### config.mk
export PLATFORM = sky130hd
export DESIGN_NAME = fmlarb_ctl
export DESIGN_NICKNAME = d
export VERILOG_FILES = /design/src/rtl/fmlarb_pkg.sv /design/src/rtl/fmlarb_rrsel.sv /design/src/rtl/fmlarb_ctl.sv
export SDC_FILE = /design/constraint.sdc
export NUM_CORES = 1
export LEC_CHECK = 0
export CAP_MARGIN = 40
export CORE_AREA = 2 2 244 246
export DETAILED_ROUTE_END_ITERATION = 10
export DIE_AREA = 0 0 246 248
export PLACE_DENSITY = 0.42
export SYNTH_ARGS = -nofsm -noshare
export SYNTH_HDL_FRONTEND = slang
export SYNTH_SLANG_ARGS = --single-unit
### constraint.sdc
create_clock -name sys_clk -period 2 [get_ports sys_clk]
set_input_delay 0.5 -clock sys_clk [delete_from_list [all_inputs] [get_ports sys_clk]]
set_output_delay 0.5 -clock sys_clk [all_outputs]
set_load 0.01 [all_outputs]
### src/rtl/fmlarb_pkg.sv
// rtl/fmlarb_pkg.sv - FML bus constants, arbiter state type and index-width helper.
package fmlarb_pkg;
   localparam int FML_DW    = 64;
   localparam int FML_SW    = 8;
   localparam int FML_BURST = 4;

   typedef enum logic {IDLE, GRANT} fmlarb_state_e;

   function automatic int fmlarb_iw(input int n);
      return (n <= 2) ? 1 : $clog2(n);
   endfunction
endpackage

### src/rtl/fmlarb_rrsel.sv
// rtl/fmlarb_rrsel.sv - rotating priority picker: lowest requester at or above i_ptr, wrapping.
module fmlarb_rrsel #(
   parameter int N = 4,
   parameter int W = 2
) (
   input  logic [N-1:0] i_req,
   input  logic [W-1:0] i_ptr,
   output logic [W-1:0] o_idx,
   output logic         o_any
);
   int w_j;

   // Scan from farthest to nearest offset so the nearest requester overwrites.
   always_comb begin
      o_idx = '0;
      o_any = 1'b0;
      w_j   = 0;
      for (int k = N - 1; k >= 0; k--) begin
         w_j = (int'(i_ptr) + k) % N;
         if (i_req[W'(w_j)]) begin
            o_idx = W'(w_j);
            o_any = 1'b1;
         end
      end
   end
endmodule

### src/rtl/fmlarb_ctl.sv
// rtl/fmlarb_ctl.sv - multi-master FML arbiter in front of the DDR controller slave port.
// FMLARB_FIXED_PRIO_EN selects fixed lowest-index priority instead of round-robin.
module fmlarb_ctl
   import fmlarb_pkg::*;
#(
   parameter int nmasters  = 4,
   parameter int fml_depth = 26
) (
   input  logic                          sys_clk,
   input  logic                          sys_rst_n,
   input  logic [nmasters*fml_depth-1:0] m_adr,
   input  logic [nmasters-1:0]           m_stb,
   input  logic [nmasters-1:0]           m_we,
   output logic [nmasters-1:0]           m_eack,
   input  logic [nmasters*FML_SW-1:0]    m_sel,
   input  logic [nmasters*FML_DW-1:0]    m_di,
   output logic [FML_DW-1:0]             m_do,
   output logic [fml_depth-1:0]          s_adr,
   output logic                          s_stb,
   output logic                          s_we,
   input  logic                          s_eack,
   output logic [FML_SW-1:0]             s_sel,
   output logic [FML_DW-1:0]             s_di,
   input  logic [FML_DW-1:0]             s_do
);
   localparam int W = fmlarb_iw(nmasters);

   fmlarb_state_e  r_state;
   logic [W-1:0]   r_owner;
   logic [W-1:0]   r_wowner;
   logic [W-1:0]   r_rrptr;
   logic [W-1:0]   w_ptr;
   logic [W-1:0]   w_next;
   logic [W-1:0]   w_win;
   logic           w_any;
   logic           w_grant;

`ifdef FMLARB_FIXED_PRIO_EN
   assign w_ptr  = '0;
   assign w_next = '0;
`else
   assign w_ptr  = r_rrptr;
   assign w_next = (r_owner == W'(nmasters - 1)) ? '0 : r_owner + W'(1);
`endif

   fmlarb_rrsel #(.N(nmasters), .W(W)) u_rrsel (
      .i_req (m_stb),
      .i_ptr (w_ptr),
      .o_idx (w_win),
      .o_any (w_any)
   );

   // Gating with reset keeps strobe and ack quiet before the first sampled edge.
   assign w_grant = sys_rst_n && (r_state == GRANT);
   assign s_stb   = w_grant && m_stb[r_owner];
   assign s_adr   = m_adr[int'(r_owner)*fml_depth +: fml_depth];
   assign s_we    = m_we[r_owner];
   assign s_di    = m_di[int'(r_wowner)*FML_DW +: FML_DW];
   assign s_sel   = m_sel[int'(r_wowner)*FML_SW +: FML_SW];
   assign m_do    = s_do;

   always_comb begin
      m_eack = '0;
      if (w_grant) m_eack[r_owner] = s_eack;
   end

   always_ff @(posedge sys_clk) begin
      if (!sys_rst_n) begin
         r_state  <= IDLE;
         r_owner  <= '0;
         r_wowner <= '0;
         r_rrptr  <= '0;
      end else begin
         case (r_state)
            IDLE: begin
               if (w_any) begin
                  r_owner <= w_win;
                  r_state <= GRANT;
               end
            end
            GRANT: begin
               if (s_eack) begin
                  r_state <= IDLE;
                  r_rrptr <= w_next;
                  if (m_we[r_owner]) r_wowner <= r_owner;
               end else if (!m_stb[r_owner]) begin
                  r_state <= IDLE;
               end
            end
            default: r_state <= IDLE;
         endcase
      end
   end
endmodule

==> impl_results.md <==
* Crit end category: primary output
* Synth area leaders: mux4_2 (61%), buf_4 (14%), buf_12 (4.0%)
* Post-synth EDFFs at 0
* Launch point of the worst hold path: r_rrptr[0]
* Cell taking the most area after synthesis: mux4_2
* Placed cell areas at a little over 9000 um2
* Top-count cell post-synth: mux4_2
* Clock share of power at around 14%
* Synth Flop Type: dfxtp_1
* Root Buffer: clkbuf_16
* Area grow syn2layout at 191.7%
* Reg-to-reg critical path endpoint: r_state
* Top-area cell type share of the netlist area at 61.16%
* Post-Syn Instances at approximately 250
* Final setup margin at -0.3505 ns
* Hold path cells at 2
* Setup TNS at -17.94 ns
* Die Height at ~250 um
* Final setup viols at just under 90
* Critical Path Source Type: flip-flop
* Die footprint at 61010 um2
* Slew @ Worst Pin at 0.3146 ns
* #FFs+latches synth at 7
* Worst vdd ir at 0.1430 mV
* CTS Buf Count at 3
* Layout cell share with drive strength beyond 1 at 41.69%
* Avg Cell Area, Syn at around 14 um2
* IO buf count at around 510
* Switching portion of total power at approximately 30%
* I/O pin cnt at around 640
* DR vias at ~4800
* Worst slew margin at between 70% and 80%
* Nets at between 1000 and 1500
* CTS Hold Bufs at 0
* Reg power frac at ~6.4%
* Tmin final at between 2 and 2.5 ns
* Comb pwr share at roughly four fifths
* Synthesized area at approximately 3500 um2
* HPWL Detailed at around 28000 um
* Clock sink total at 7
* First-pass GRT wire length at ~42000 um
* CTS H-tree lvls at 1
* Ys async rst share at 0%
* RSZ-0062 raised after global routing: true
* Largest net degree at the start of global routing at 19
* Hold Violations, Final at 0
* Synth warn at 0
* Maxcap violations at 0
* Distinct cell type count after synthesis at 35
* Period utilization at 117.5%
* Worst EP arrival at approximately 1.9 ns
* R2r worst-path depth at 7
* GP Congestion at 0.7742
* Number of global-route vias before repair at roughly 5200
* Final wirelength at around 34000 um
* Critical Path RT at about 1.5 ns
* Pleak at around 0.0038 uW
* Total GRT Usage at around a tenth
* Class of the worst hold path: flip-flop to flip-flop
* Fillers at 6505
* Hold Path End: r_rrptr[0]
* Initial antenna violation count at 16
* ANT nets after route at 0
* Slew Viols, Final at 0
* Seq/Total Area, Yosys at under 10%
* Syn_nets at roughly 720
* GRT overflow at 0
* Clk buf depth at 2
* Worst R2R Setup Slack at 0.50 ns
* Crit Path Max Fanout at 6
* Fmax at ~0.43 GHz
* Iter 0 DRT Violations at 137
* Post-synth top cells: mux4_2 (95), buf_4 (67), buf_2 (10), nand2_1 (9)
* P_int at 1756 uW
* RR Startpoint: r_owner[0]
* CP Class: flip-flop to primary output
* Worst-skew pair later-pin latency at 0.23 ns
* Via density at roughly 3.1
* Failing checks: setup timing
* Net Sw Power at between 700 and 800 uW
* FP Rows at 89
* Clock slew seen by the registers of the worst setup and hold paths at ~0.04 ns
* Core area at 58460 um2
* CTS tree: built
* Clock skew at between 0.001 and 0.0015 ns
* Die X at approximately 250 um
* Drt drc at 0
* Final Cell Area at between 10000 and 15000 um2
* Pre-antenna DRT Iters at 4
* Cell Pwr Density at ~240 nW/um2
* Per-cell routed wire length at 21.70 um
* Outcome: finished with violations
* Initial Util at ~6.0%
power by group through the flow:
| stage | sequential (uW) | combinational (uW) | clock, uW |
|---|---|---|---|
| 2_1_floorplan | 155 | 619 | 0 |
| 3_3_place_gp | 159 | 1820 | 0 |
| 4_1_cts | 157 | 1980 | 358 |
| 5_1_grt | 161 | 2100 | 370 |
| 6_report | 159 | 1980 | 351 |
| 3_5_place_dp | 159 | 1820 | 0 |
metrics by stage:
stage | hold slack, ns | util (%) | worst slack (ns) | instances | total power [uW]
floorplan | 0.4520 | - | 0.2582 | 251 | 774.2
global route | 0.5594 | 17.44 | -0.4055 | 1544 | 2634
global placement | 0.4795 | 15.73 | -0.6821 | 1483 | 1980
finish | 0.4930 | 17.45 | -0.3505 | 1546 | 2493
detailed placement | 0.4850 | 15.73 | -0.6752 | 1483 | 1978
CTS | 0.4922 | 17.01 | -0.3946 | 1536 | 2498
flip-flops by register name, indices dropped and copies added, names as in the netlist:
| register | cells |
|---|---|
| r_wowner | 2 |
| r_state | 1 |
| r_rrptr | 2 |
| r_owner | 2 |
worst max path at each step:
stage                      endpoint         from  cells after the start  slack (ns)
after global placement        s_stb     m_stb[0]                      5       -0.68
after detailed placement      s_stb     m_stb[0]                      5       -0.68
after CTS                  s_di[44]  r_wowner[0]                      6       -0.39
after floorplan           m_eack[1]   r_owner[1]                      6        0.26
after global routing       s_di[44]  r_wowner[0]                      6       -0.41
final                      s_di[55]  r_wowner[0]                      6       -0.35
worst max-delay path: stages, from the launching register on:
cell	delay, ns
dfxtp_4	0.35
buf_12	0.14
buf_12	0.13
buf_6	0.11
buf_6	0.12
mux4_2	0.57
buf_6	0.18
logic make-up (layout without fill, tap and decap cells):
family                   after synthesis  in the layout  share of synthesized area [%]
multiplexers                         105            105                          65.42
buffers and inverters                 93            612                          21.85
AND/OR/NAND/NOR                       29             29                          4.650
AO/OA/AOI/OAI                         13             13                          2.647
flip-flops                             7              7                          4.006
adder cells (fa/ha/maj)                4              4                          1.431
other                                  0              3                              0
per-layer routing:
layer,track usage [%],share of wire [%],vias up,wire length [um]
met5,0,0.32,-,108
met2,18.35,50,447,16740
li1,-,-,2050,-
met1,11.05,36,2290,12170
met3,4.185,12,38,4164
met4,1.087,1.1,20,370
layout make-up:
| type | count | area, um2 | share of cell area (%) |
|---|---|---|---|
| inverter | 3 | 22.52 | 0.2207 |
| clock buffer | 4 | 78.83 | 0.7725 |
| multi-input combinational | 151 | 2688 | 26.34 |
| timing repair buffer | 605 | 6285 | 61.59 |
| antenna | 3 | 7.507 | 0.07357 |
| tap | 773 | 967.2 | 9.479 |
| sequential | 7 | 155.1 | 1.521 |
timing repair:
| item | 4_1_cts | 5_1_grt |
|---|---|---|
| pin swaps | 3 | 2 |
| resized for setup | 608 | 67 |
| gates cloned | 4 | 1 |
| setup buffers | 46 | 17 |
| endpoints found under the setup margin | 104 | 100 |
layout by cell type, fill, tap and decap left out, types with 4 or more instances in the layout:
cell and instances:
buf_12 20, buf_2 11, buf_4 44, buf_6 121, clkbuf_16 4, clkdlybuf4s50_1 322
dfxtp_4 4, dlygate4sd2_1 64, dlymetal6s2s_1 16, mux2i_4 4, mux4_2 98, nand2_1 9
Power figures use the tool's default switching activity.
==> RTL change 1 (config.mk and constraints unchanged) <==
The package constant `FML_SW` goes from 8 to 12.
--- a/src/rtl/fmlarb_pkg.sv
+++ b/src/rtl/fmlarb_pkg.sv
@@ -2,5 +2,5 @@
 package fmlarb_pkg;
    localparam int FML_DW    = 64;
-   localparam int FML_SW    = 8;
+   localparam int FML_SW    = 12;
    localparam int FML_BURST = 4;
 
Interface: changed (resized m_sel and s_sel); port bits go from 635 to 655. No check against the original RTL was run, so the function may have changed too.
==> RTL change 1 against the original RTL <==
  * The flow still finishes with violations (negative setup slack)
  * Worst setup slack better by 88 ps
  * Total power decreased by 0.95%
  * Critical path depth unchanged
  * Design area is 1.3% higher
  * Wire length down 1.2%
  * Combinational power hardly changed
  * First-iteration DRC count rose by 9.5%
  * Area after synthesis up 0.50%
  * Register-to-register slack improved by 50 ps
  * Clock power is 5% lower
  * Sequential cell count did not move
  * Sequential power barely moved
  * Critical endpoint is now s_di[29]
==> RTL change 1: results (changes against the original RTL) <==
Parameter                              Value

Cells and area
  Post-route non-filler standard cell count ... 1557 (+0.71%)
  Fraction of final layout cells sized beyond drive strength 1 ... 40.0% (-1.7 points)
  Net count of the finished layout ... 1270 (+2.3%)
  Fill cell instance count of the final layout ... 6490 (-0.23%)

Logic synthesis
  Post-Syn Area per Cell ... 13.7 sq um (-1.8%)
  Synthesized Nets ... 744 (+3.0%)
  Share of the yosys chip area belonging to registers ... 3.99% (-0.020 points)
  Commonest cells in the netlist ... 102 x mux4_2, 68 x buf_4, 12 x buf_2

GRT
  Vias in the first global route ... 5439 (+3.7%)
  First-pass GRT wire length ... 42100 um (+0.77%)
  Met1 Resource Use GR ... 11.7% (+0.67 points)
  Overall routing resource usage ... 9.90% (-0.12 points)
  Met3 global-route usage ... 4.76% (+0.57 points)
  Number of antenna violations at the first check in global routing ... 2 (-14)

Placement
  PortBufs ... 526 (+4.0%)
  Routability congestion estimate from global placement ... 0.837 (+8.0%)
  Total placed cells including tap cells ... 1515 (+2.2%)

Setup path
  Count of cells along the worst register-to-register path ... 5 (-2)

Timing
  Final-report setup violation count ... 89 (unchanged)
  Transition at the pin with the smallest max-transition slack ... 361 ps (+46.4 ps)
  Worst Setup Slack, final ... -263 ps (+87.9 ps)

Detailed routing
  Post-Route WL ... 33200 um (-1.2%)
  Total number of vias ... 4856 (+0.23%)

Power
  Max rail drop VDD ... 0.000223 V (+56%)
  Leakage power total ... 3.89 nW (+2.5%)

Run status
  Violated checks ... negative setup slack
  Outcome ... finished, violations left
==> RTL change 1: cell families after synthesis <==
logic type | synth area share, %
compound gates | 2.63
simple gates | 4.63
buf+inv | 20.0
flops | 3.99
fa+ha+maj | 1.42
mux | 67.3
==> RTL change 1: stage by stage <==
step           total power [mW]  hold slack (ps)  utilization (%)  instance area, sq um  setup slack [ps]
3_3_place_gp               2.04              496             16.3                  9560              -689
3_5_place_dp               2.03              500             16.3                  9560              -630
2_1_floorplan             0.777              462                -                  3520               206
5_1_grt                    2.59              541             17.7                 10300              -333
4_1_cts                    2.47              503             17.3                 10100              -358
6_report                   2.47              495             17.7                 10300              -263
==> RTL change 1: critical path, cell delays in order, from the launching register on <==
cell     delay [ps]
dfxtp_4         360
buf_12          150
buf_12          110
buf_8            90
buf_6           100
mux4_2          540
buf_8           170
==> RTL change 1: layout make-up <==
cell class / instances / share of cell area (%)
multi-input cells: 155 / 26.2
repair buffers: 613 / 62.0
clock buffers: 4 / 0.763
well taps: 773 / 9.36
diodes: 2 / 0.0484
inverters: 3 / 0.145
flip-flops and latches: 7 / 1.50
==> RTL change 1: worst paths after layout <==
| check | slack [ps] | end | startpoint |
|---|---|---|---|
| setup / recovery | -260 | s_di[29] | r_wowner[0] |
| hold / removal | 500 | r_rrptr[0] | r_rrptr[0] |
| setup reg to reg | 550 | r_rrptr[0] | r_owner[1] |
| hold reg to reg | 500 | r_rrptr[0] | r_rrptr[0] |
==> RTL change 1: routing by layer <==
layer	vias to the layer above	part of all wire (%)
met1	2360	38
met5	-	0.069
met4	4	0.95
li1	2084	-
met3	18	13
met2	390	48
==> RTL change 1: what timing repair did <==
action	4_1_cts	5_1_grt
hold buffers	0	0
buffers inserted	37	13
gates resized for setup	614	92
pin swaps	1	0
cloned	3	0
endpoints found under the setup margin	108	105
==> RTL change 2 (same flow settings) <==
Made on the original files. Reset style: asynchronous (`sys_rst_n`), changed in one clocked block.
--- a/src/rtl/fmlarb_ctl.sv
+++ b/src/rtl/fmlarb_ctl.sv
@@ -65,5 +65,5 @@
    end
 
-   always_ff @(posedge sys_clk) begin
+   always_ff @(posedge sys_clk or negedge sys_rst_n) begin
       if (!sys_rst_n) begin
          r_state  <= IDLE;
Formal check against the unedited RTL: differs if sys_rst_n is asserted again (counterexample within 4 cycles, from zero or initial values and one cycle with sys_rst_n low); with sys_rst_n held inactive, the same outputs for 4 cycles.
==> RTL change 2 against the original RTL <==
  * The run still ends with negative setup slack left
  * Design area fell by 1.9%
  * Clock skew increased by 1.9 ps
  * Worst setup slack improved by 9.6 ps
  * Sequential cell count is the same
  * Area after synthesis down 1.2%
  * Largest cell class unchanged
  * Cell count decreased by 1.7%
  * Wire length decreased by 3.1%
Power is left out: it rests on default switching activity, and per cell area and clock period it moved more than threefold.
==> RTL change 2: results (changes against the original RTL) <==
Parameter                              Value

Run status
  Outcome ... finished, violations left
  Violated checks ... negative setup slack

Cells and area
  Area growth, synth to finish ... 190%
  Fill cell instance count of the final layout ... 6460 (-0.69%)
  Fraction of final layout cells sized beyond drive strength 1 ... 41.6% (-0.13 points)

GRT
  Met2 capacity usage during global routing ... 17.2% (-1.1 points)
  Met3 global-route usage ... 3.47% (-0.71 points)
  First-pass GRT wire length ... 41200 um (-1.4%)
  Overall routing resource usage ... 9.75% (-0.27 points)
  Met1 Resource Use GR ... 11.6% (+0.52 points)
  Number of antenna violations at the first check in global routing ... 7 (-9)

Timing
  Worst slack on hold paths ... 436 ps (-57.5 ps)
  Clock Skews ... 3.20 ps (+1.95 ps)
  Transition at the pin with the smallest max-transition slack ... 223 ps (-91.5 ps)
  Final-report setup violation count ... 100 (+12%)
  Setup tns final ... -20880 ps (-2940 ps)
  Worst Setup Slack, final ... -341 ps (+9.57 ps)

Logic synthesis
  Commonest cells in the netlist ... 98 x mux4_2, 69 x buf_4, 9 x buf_2
  Share of the yosys chip area belonging to registers ... 5.07% (+1.1 points)
  Count of unique library cells instantiated by Yosys ... 31 (-11%)
  Ranking of synthesized cells by area ... mux4_2 64%, buf_4 15%, dfrtp_1 5.1%, buf_12 4.1%, ha_1 1.4%
  Synthesized Nets ... 709 (-1.8%)
  Synth Area in Compound Gates ... 2.17% (-0.48 points)
  Fraction of registers with async set or reset after synthesis ... 100% (+100 points)
  Main flop type after synthesis ... dfrtp_1
  Share of synthesized cell area in full adder, half adder and majority cells ... 1.45% (+0.017 points)

Setup path
  Count of cells along the worst register-to-register path ... 6 (-1)
  Register-to-register path setup slack ... 210 ps (-290 ps)
  Largest fanout on the critical path ... 10 (+4)
  Launch instance of the worst register-to-register path ... r_owner[0]

Detailed routing
  Routed wire length on met2 ... 15900 um (-5.1%)
  DR WL met3 ... 3700 um (-11%)
  Detailed-routing wirelength on met1 ... 12600 um (+3.2%)
  Total number of vias ... 4723 (-2.5%)

Min path
  Hold Path Class ... primary input to async pin

Placement
  Hpwl dp ... 28000 um (-0.99%)
  Routability congestion estimate from global placement ... 0.785 (+1.4%)
  Pre-CTS setup slack ... -611 ps (+64.6 ps)

CTS
  Count of instances resized after the clock tree is built ... 487 (-20%)
RTL change 2: changes by cell type in the layout (fill, tap and decap cells not counted), moves of 4 or more:
cell and change:
dlygate4sd2_1 -48, buf_8 +8, buf_12 -4, buf_2 +4
nand2_1 -5, clkdlybuf4s50_1 +63, dfxtp_4 -4, dlymetal6s2s_1 -15
buf_6 -9, buf_4 -10
RTL change 2: how the worst max path moves through the flow:
stage | from | endpoint | slack [ps] | cells after the start
finish | r_wowner[0] | s_di[60] | -340 | 5
global route | r_wowner[0] | s_di[60] | -390 | 5
CTS | r_wowner[0] | s_di[60] | -370 | 5
detailed placement | m_di[74] | s_di[10] | -610 | 3
global placement | m_di[74] | s_di[10] | -620 | 3
floorplan | r_wowner[0] | s_di[11] | 290 | 3
RTL change 2: area by class of cell:
cell class / instances / area share, %
antenna: 1 / 0.0250
clock buffer: 4 / 0.788
inverter: 3 / 0.188
multi-input combinational: 140 / 26.1
sequential: 7 / 1.88
tap: 773 / 9.66
timing repair buffer: 592 / 61.3
